File: src/rtl/uart_pkg.sv
// Shared constants and FSM state type for the UART transmit subsystem.
package uart_pkg;

    localparam int DIV_W      = 16;
    localparam int OVERSAMPLE = 16;
    localparam int DATA_BITS  = 8;

    // Transmit sequencer states: WAIT aligns the frame start to the next bit tick.
    typedef enum logic [2:0] {
        ST_IDLE  = 3'd0,
        ST_WAIT  = 3'd1,
        ST_START = 3'd2,
        ST_DATA  = 3'd3,
        ST_STOP  = 3'd4
    } tx_state_t;

endpackage

File: src/rtl/uart_baud_gen.sv
// Programmable baud tick generator: a clock counter produces the 16x
// oversample tick, and a phase counter over those ticks produces the 1x bit tick.
module uart_baud_gen
    import uart_pkg::*;
#(
    parameter int P_DIV_W      = DIV_W,
    parameter int P_OVERSAMPLE = OVERSAMPLE
) (
    input  logic               clk,
    input  logic               i_srst,
    input  logic [P_DIV_W-1:0] i_baud_div,
    output logic               o_tick_16x,
    output logic               o_tick_1x
);

    localparam int PHASE_W = $clog2(P_OVERSAMPLE);

    logic [P_DIV_W-1:0] r_count;
    logic [PHASE_W-1:0] r_phase;
    logic [P_DIV_W-1:0] w_limit;
    logic               w_rst_c;
    logic               w_wrap;

    // A divisor of 0 behaves like 1 so the subtraction never underflows.
    assign w_limit = (i_baud_div == '0) ? '0 : (i_baud_div - P_DIV_W'(1));

    // ">=" rather than "==" so that lowering the divisor mid-count ends the
    // period on the next cycle instead of running the counter round to wrap.
    assign w_rst_c = (r_count >= w_limit);
    assign w_wrap  = (r_phase == PHASE_W'(P_OVERSAMPLE - 1));

    // Free-running clock counter, cleared at the end of each 16x period.
    always_ff @(posedge clk) begin
        if (i_srst || w_rst_c) begin
            r_count <= '0;
        end else begin
            r_count <= r_count + P_DIV_W'(1);
        end
    end

    // Oversample phase: counts 16x ticks and wraps once per bit period.
    always_ff @(posedge clk) begin
        if (i_srst) begin
            r_phase <= '0;
        end else if (w_rst_c) begin
            r_phase <= w_wrap ? '0 : (r_phase + PHASE_W'(1));
        end
    end

    // Ticks are held low while in reset even though the count compare may match.
    assign o_tick_16x = w_rst_c & ~i_srst;
    assign o_tick_1x  = o_tick_16x & w_wrap;

endmodule

File: src/rtl/uart_tx_fsm.sv
// 8N1 serializer paced by the 1x bit tick; tx line and busy are registered.
module uart_tx_fsm
    import uart_pkg::*;
#(
    parameter int P_DATA_BITS = DATA_BITS
) (
    input  logic                   clk,
    input  logic                   i_srst,
    input  logic                   i_tick_1x,
    input  logic                   i_tx_start,
    input  logic [P_DATA_BITS-1:0] i_tx_data,
    output logic                   o_tx_line,
    output logic                   o_tx_busy
);

    localparam int IDX_W = $clog2(P_DATA_BITS);

    tx_state_t              r_state;
    logic [P_DATA_BITS-1:0] r_shift;
    logic [IDX_W-1:0]       r_bit_idx;
    logic                   r_tx_line;
    logic                   r_busy;

    // Frame sequencer: the byte is latched on accept so later tx_data changes
    // cannot disturb the frame, and tx_start is only looked at in IDLE.
    always_ff @(posedge clk) begin
        if (i_srst) begin
            r_state   <= ST_IDLE;
            r_shift   <= '0;
            r_bit_idx <= '0;
            r_tx_line <= 1'b1;
            r_busy    <= 1'b0;
        end else begin
            case (r_state)
                ST_IDLE: begin
                    r_tx_line <= 1'b1;
                    r_busy    <= 1'b0;
                    if (i_tx_start) begin
                        r_shift <= i_tx_data;
                        r_busy  <= 1'b1;
                        r_state <= ST_WAIT;
                    end
                end
                ST_WAIT: begin
                    if (i_tick_1x) begin
                        r_tx_line <= 1'b0;
                        r_state   <= ST_START;
                    end
                end
                ST_START: begin
                    if (i_tick_1x) begin
                        r_tx_line <= r_shift[0];
                        r_shift   <= r_shift >> 1;
                        r_bit_idx <= '0;
                        r_state   <= ST_DATA;
                    end
                end
                ST_DATA: begin
                    if (i_tick_1x) begin
                        if (r_bit_idx == IDX_W'(P_DATA_BITS - 1)) begin
                            r_tx_line <= 1'b1;
                            r_state   <= ST_STOP;
                        end else begin
                            r_tx_line <= r_shift[0];
                            r_shift   <= r_shift >> 1;
                            r_bit_idx <= r_bit_idx + IDX_W'(1);
                        end
                    end
                end
                ST_STOP: begin
                    if (i_tick_1x) begin
                        r_busy  <= 1'b0;
                        r_state <= ST_IDLE;
                    end
                end
                default: begin
                    r_tx_line <= 1'b1;
                    r_busy    <= 1'b0;
                    r_state   <= ST_IDLE;
                end
            endcase
        end
    end

    assign o_tx_line = r_tx_line;
    assign o_tx_busy = r_busy;

endmodule

File: src/rtl/uart_tx_baud_top.sv
// UART transmit subsystem top: wires the baud tick generator to the serializer.
// Note: rst_n is an active-high synchronous reset despite its name.
module uart_tx_baud_top
    import uart_pkg::*;
(
    input  logic             clk,
    input  logic             rst_n,
    input  logic [DIV_W-1:0] baud_div,
    input  logic             tx_start,
    input  logic [7:0]       tx_data,
    output logic             tx_line,
    output logic             tx_busy,
    output logic             baud_tick_16x,
    output logic             baud_tick_1x
);

    logic w_tick_16x;
    logic w_tick_1x;

    uart_baud_gen #(
        .P_DIV_W      (DIV_W),
        .P_OVERSAMPLE (OVERSAMPLE)
    ) u_baud_gen (
        .clk        (clk),
        .i_srst     (rst_n),
        .i_baud_div (baud_div),
        .o_tick_16x (w_tick_16x),
        .o_tick_1x  (w_tick_1x)
    );

    uart_tx_fsm #(
        .P_DATA_BITS (DATA_BITS)
    ) u_tx_fsm (
        .clk        (clk),
        .i_srst     (rst_n),
        .i_tick_1x  (w_tick_1x),
        .i_tx_start (tx_start),
        .i_tx_data  (tx_data),
        .o_tx_line  (tx_line),
        .o_tx_busy  (tx_busy)
    );

    assign baud_tick_16x = w_tick_16x;
    assign baud_tick_1x  = w_tick_1x;

endmodule

File: config.mk
export PLATFORM = sky130hd
export DESIGN_NAME = uart_tx_baud_top
export DESIGN_NICKNAME = d
export VERILOG_FILES = /design/src/rtl/uart_pkg.sv /design/src/rtl/uart_baud_gen.sv /design/src/rtl/uart_tx_fsm.sv /design/src/rtl/uart_tx_baud_top.sv
export SDC_FILE = /design/constraint.sdc
export NUM_CORES = 1
export LEC_CHECK = 0
export ABC_AREA = 1
export CAP_MARGIN = 15
export CORE_UTILIZATION = 55
export DETAILED_ROUTE_END_ITERATION = 7
export PLACE_DENSITY = 0.79
export SYNTH_ARGS = -nofsm -noshare
export SYNTH_HDL_FRONTEND = slang
export SYNTH_SLANG_ARGS = --single-unit
File: constraint.sdc
create_clock -name clk -period 5.11 [get_ports clk]
set_clock_uncertainty 0.1 [all_clocks]
set_input_delay 1.022 -clock clk [delete_from_list [all_inputs] [get_ports clk]]
set_output_delay 1.022 -clock clk [all_outputs]
set_load 0.005 [all_outputs]
Word level (Yosys, flattened, before mapping)
Index checks and enable logic that the tools add are counted.
{ "classes": {"mux": 24, "reduce_logical": 11, "bitwise_logic": 5, "order_cmp": 1, "n_eq_ne": 13, "add_sub_neg": 4} }
{ "ops": {"columns": ["op", "n"], "rows": [
  ["2-to-1 mux 8 bit", 4],
  ["2-to-1 mux 3 bit", 8],
  ["one-hot mux 8 bit (3 select lines)", 1],
  ["adder 16 x 1 -> 16 bit (second input constant)", 1],
  ["greater-or-equal comparator 16 bit", 1],
  ["logical NOT 16 bit", 1],
  ["2-to-1 mux 16 bit", 1],
  ["subtractor 16 x 1 -> 16 bit (second input constant)", 1],
  ["one-hot mux 3 bit (5 select lines)", 1],
  ["!= test 2 bit (second input constant)", 6],
  ["AND reduction 4 bit", 2],
  ["equality test 3 x 2 -> 1 bit (second input constant)", 2],
  ["equality test 3 bit (second input constant)", 2],
  ["one-hot mux 3 bit (2 select lines)", 1],
  ["AND reduction 6 bit", 1],
  ["2-to-1 mux 1 bit", 5],
  ["AND reduction 5 bit", 1],
  ["adder 4 x 1 -> 4 bit (second input constant)", 1],
  ["equality test 4 bit (second input constant)", 1],
  ["2-to-1 mux 4 bit", 1],
  ["one-hot mux 1 bit (4 select lines)", 1],
  ["adder 3 x 1 -> 3 bit (second input constant)", 1],
  ["equality test 3 x 1 -> 1 bit (second input constant)", 1],
  ["logical NOT 3 bit", 1],
  ["other kinds (9)", 12]
]} }
{ "totals": {"output_inout_bits": 4, "ff_bits": 36, "wordCells": 65, "inputBits": 27} }

Logic depth before layout (Yosys ltp)
{ "depth": {"depth_word": 7, "depth_mapped": 23, "ltp_nobuf": 23} }

Modules after synthesis
From an unflattened synthesis, not the netlist that was laid out.
{ "hier_totals": {"cells_unflattened": 418, "area_unflattened_um2": 2768.9} }
{ "by_module_without_submodules": {"columns": ["module", "seq_area_each_um2", "area_each_um2", "cells_per_inst", "instances"], "rows": [
  ["uart_baud_gen", 400.4, 1814.2, 272, 1],
  ["uart_tx_fsm", 320.3, 954.7, 146, 1]
]} }

Least setup slack after synthesis
Ideal clock, no wire load.
{ "synth_path": {"path_kind": "input-to-output", "start": "in baud_div[0]", "end": "out baud_tick_1x", "cell_stages": 18, "arrival_ns": 3.071, "required_time_ns": 3.988, "n_path_buf": 0, "slack_ns": 0.917, "path_cell_list": "inv_1 ha_1 inv_1 nor2_1 inv_1 nor2_1 inv_1 nor2_1 nand3_1 nand2_1 nand3_1 ha_1 nand2_1 o21ai_0 a21oi_1 nand2_2 nand3_2 inv_1"} }
{ "synth_between": {"elab_chain_len": 5, "word_cells_on_any_way": 6, "cone_classes": "add/sub (1); order compare (1); mux (1); bitwise (2); reduce/logical (1)"} }
{ "synth_lines": {"columns": ["item", "line_no", "text"], "rows": [
  ["start, declared", "uart_tx_baud_top.sv:8", "input logic [DIV_W-1:0] baud_div,"],
  ["subtractor 16 x 1 -> 16 bit or logical NOT 16 bit (tied branches)", "uart_baud_gen.sv:25", "assign w_limit = (i_baud_div == '0) ? '0 : (i_baud_div - P_DIV_W'(1));"],
  ["2-to-1 mux 16 bit (*)", "uart_baud_gen.sv:25", null],
  ["greater-or-equal comparator 16 bit (*)", "uart_baud_gen.sv:29", "assign w_rst_c = (r_count >= w_limit);"],
  ["bitwise AND 1 bit (*)", "uart_baud_gen.sv:51", "assign o_tick_16x = w_rst_c & ~i_srst;"],
  ["bitwise AND 1 bit (*)", "uart_baud_gen.sv:52", "assign o_tick_1x = o_tick_16x & w_wrap;"],
  ["end, declared", "uart_tx_baud_top.sv:14", "output logic baud_tick_1x"]
]} }
Every way passes the cells marked *; elsewhere a longest branch is shown, timed or not.

Final worst setup path
{ "layout_path": {"start": "in baud_div[1]", "end": "out baud_tick_1x"} }
The elaborated chain is that of the path after synthesis.

==> impl_metrics.ini <==
[synthesis]
synth_seq_area_share = 0.2835
yosysWarnings = 0
syn_inst = 383
yosys.area.top_type = dfxtp_1
avgSynthCellArea_um2 = 6.638
synth_nets = 432
synth_ff_type = dfxtp_1
yosysMostFrequentCell = nand2_1
ys_async_sr_fraction = 0
synth.area.top_cells = dfxtp_1 28%, nand2_1 16%, ha_1 11%
synth_edf_count = 0
synth.top_cells.by_count = 105 x nand2_1, 49 x inv_1, 36 x dfxtp_1, 33 x nor2_1, 31 x a21oi_1
yosysUniqueCellTypes = 31
netlist.area_leader.share = 0.2835
syn_area_um2 = 2542
ys_ff_latch = 36

[global_routing]
antenna_found_initial = 0
grt_max_degree = 19
grt_overflow_total = 0
grt_pass1_vias = 2201
grt_pass1_wl_um = 8887
track_usage = 0.2187

[power]
p_leak_nw = 1.516
peakVddDrop_mv = 0.2818
clkPwrFrac = 0.279
pwr-share-seq = 0.388
power_switching_uw = 308.0
p_int_uw = 580.9
p_sw_frac = 0.3465
p_per_area_nw_per_um2 = 270.6
combPwrFrac = 0.333

[route]
ant_nets = 0
num_vias = 2579
wl_um = 5678
drc = 0
wire_per_inst_um = 11.49
viasPerCell = 5.221
drtIter0Drc = 131
dr.pass1.iters = 6

[finish]
seq_area_um2 = 720.7
final_util = 0.7491
diodes = 0
layout-drive-gt1-share = 0.1787
nNetsFinal = 490
syn2layout_area_growth_pct = 29.18
fill_cells = 345
multiInputGateArea_um2 = 1703

[cts]
clk_pin_slew_ps = 70
tritoncts = yes
ctsHtreeMaxLevel = 2
clock_latency_ps = 290
numCtsBuffers = 5
ctsHoldBuffers = 0
clockBufferDepth = 2
cts_root_buffer = clkbuf_8
cts.sinks = 36

[timing]
tightest_slew_ps = 829.2
fmax_ghz = 0.2000
finalHoldViolCount = 0
period_share = 0.9787
maxSlewHeadroom = 0.4452
setup_viol = 0
finalSetupTns_ps = 0
period_minus_slack_ps = 5001
final_max_slew_viol_count = 0

[critical_path]
crit_type = primary input to output pin
cp_cell_sequence = clkdlybuf4s50_1 -> inv_2 -> ha_1 -> inv_1 -> nor4_1 -> nand3_1 -> buf_4 -> nand2_1 -> ha_1 -> nand2_1 -> nand2_1 -> nand2_1 -> nand2_1 -> nor2_1 -> nand2_1 -> nand2_2 -> nand2_2 -> buf_4 -> nand3_2 -> inv_2 -> dlymetal6s2s_1
cp-start-kind = primary input
critPathSlowestCell = clkdlybuf4s50_1
cp_top_family = simple AND/OR/NAND/NOR gates
critical_path_buf_inv_count = 7
slowest_delay_ps = 430
endpoint_kind = output pin
required_ps = 3990
crit_top_cell = nand2_1
cp_data_arrival_time_ps = 3880
critPathMaxFanout = 6

[floorplan]
core_area_um2 = 4384
die_h_um = 69.99
start_util = 0.5799
rows = 24
die_w_um = 69.99
design.portCount = 31
die_area_um2 = 4899

[outcome]
status = finished clean

[job]
drv_cap = 0

[worst_hold_path]
hp-class = register to register

[placed_design]
io_buffers = 30
dp_hpwl_um = 4152
gp_congestion = 0.8698
==> worst paths after layout <==
check | from | end | slack, ps | cells after the start
hold / removal | u_tx_fsm.o_tx_line | u_tx_fsm.o_tx_line | 360 | 2
setup reg to reg | u_baud_gen.r_count[5] | u_tx_fsm.r_shift[7] | 2640 | 17
hold reg to reg | u_tx_fsm.o_tx_line | u_tx_fsm.o_tx_line | 360 | 2
setup / recovery | baud_div[1] | baud_tick_1x | 110 | 21
==> cell type report <==
cell class / count / area share
Timing Repair Buffer: 55 / 0.1501
Inverter: 51 / 0.05829
Clock inverter: 3 / 0.01295
Sequential cell: 36 / 0.2194
Tap cell: 52 / 0.01981
Multi-Input combinational cell: 292 / 0.5185
Clock buffer: 5 / 0.02095
==> repair_timing <==
action,CTS,global route
setup buffers,0,6
gates resized for setup,2,27
endpoints found under the setup margin,2,2
pin swaps,0,12
==> worst register-to-register path, delay by kind of cell (launching register included) <==
kind,cells,cell delay [ps]
adders and majority gates,1,280
buffers and inverters,3,380
AOI/OAI and AO/OA,1,140
and+or+nand+nor,12,1080
DFF,1,440
==> layout by cell type, fill, tap and decap left out, types with 5 or more instances in the layout <==
cell	count
nand3_1	28
xor2_1	6
inv_1	46
nand2_1	103
clkdlybuf4s50_1	28
nand3_2	6
nor2_2	11
nand2_2	9
xnor2_1	5
nor2_1	27
nor3b_1	5
a21oi_1	30
ha_1	19
inv_2	5
nand4_1	5
clkbuf_8	5
buf_4	25
dfxtp_1	36
==> power by group through the flow <==
stage / Sequential [mW] / Combinational, mW / Clock (mW)
2_1_floorplan: 0.346 / 0.210 / 0
3_3_place_gp: 0.349 / 0.284 / 0
3_5_place_dp: 0.350 / 0.292 / 0
4_1_cts: 0.345 / 0.292 / 0.253
5_1_grt: 0.350 / 0.337 / 0.267
6_report: 0.345 / 0.296 / 0.248
==> cell families after synthesis <==
logic type               after synthesis  synth area share
flip-flops                            36            0.2835
adder cells (fa/ha/maj)               22            0.1083
XOR/XNOR                              12           0.04134
AND/OR/NAND/NOR                      214            0.3927
buffers and inverters                 55           0.08218
AO/OA/AOI/OAI                         44           0.09203
==> sequential cells by signal, summed over array words and instances (netlist names) <==
signal              cells
u_baud_gen.r_count     16
u_baud_gen.r_phase      4
u_tx_fsm.o_tx_busy      1
u_tx_fsm.o_tx_line      1
u_tx_fsm.r_bit_idx      3
u_tx_fsm.r_shift        8
u_tx_fsm.r_state        3
==> layer usage <==
metal,vias up,global-route usage,part of all wire
met3,2,0.04906,0.033
met1,1172,0.2636,0.45
li1,1359,-,-
met5,-,0,0
met4,0,0.06444,0.0018
met2,46,0.3857,0.52
==> through the flow <==
step | power, mW | instances | cell area [um^2] | setup slack [ps] | hold slack [ps]
floorplan | 0.5563 | 383 | 2542 | 917.4 | 339.8
global placement | 0.6337 | 480 | 3033 | 60.09 | 342.3
detailed placement | 0.6417 | 480 | 3033 | -18.55 | 344.3
CTS | 0.8901 | 488 | 3151 | 11.07 | 362.9
global route | 0.9546 | 494 | 3284 | -26.84 | 389.9
finish | 0.8889 | 494 | 3284 | 108.9 | 356.1
Power figures use the tool's default switching activity.
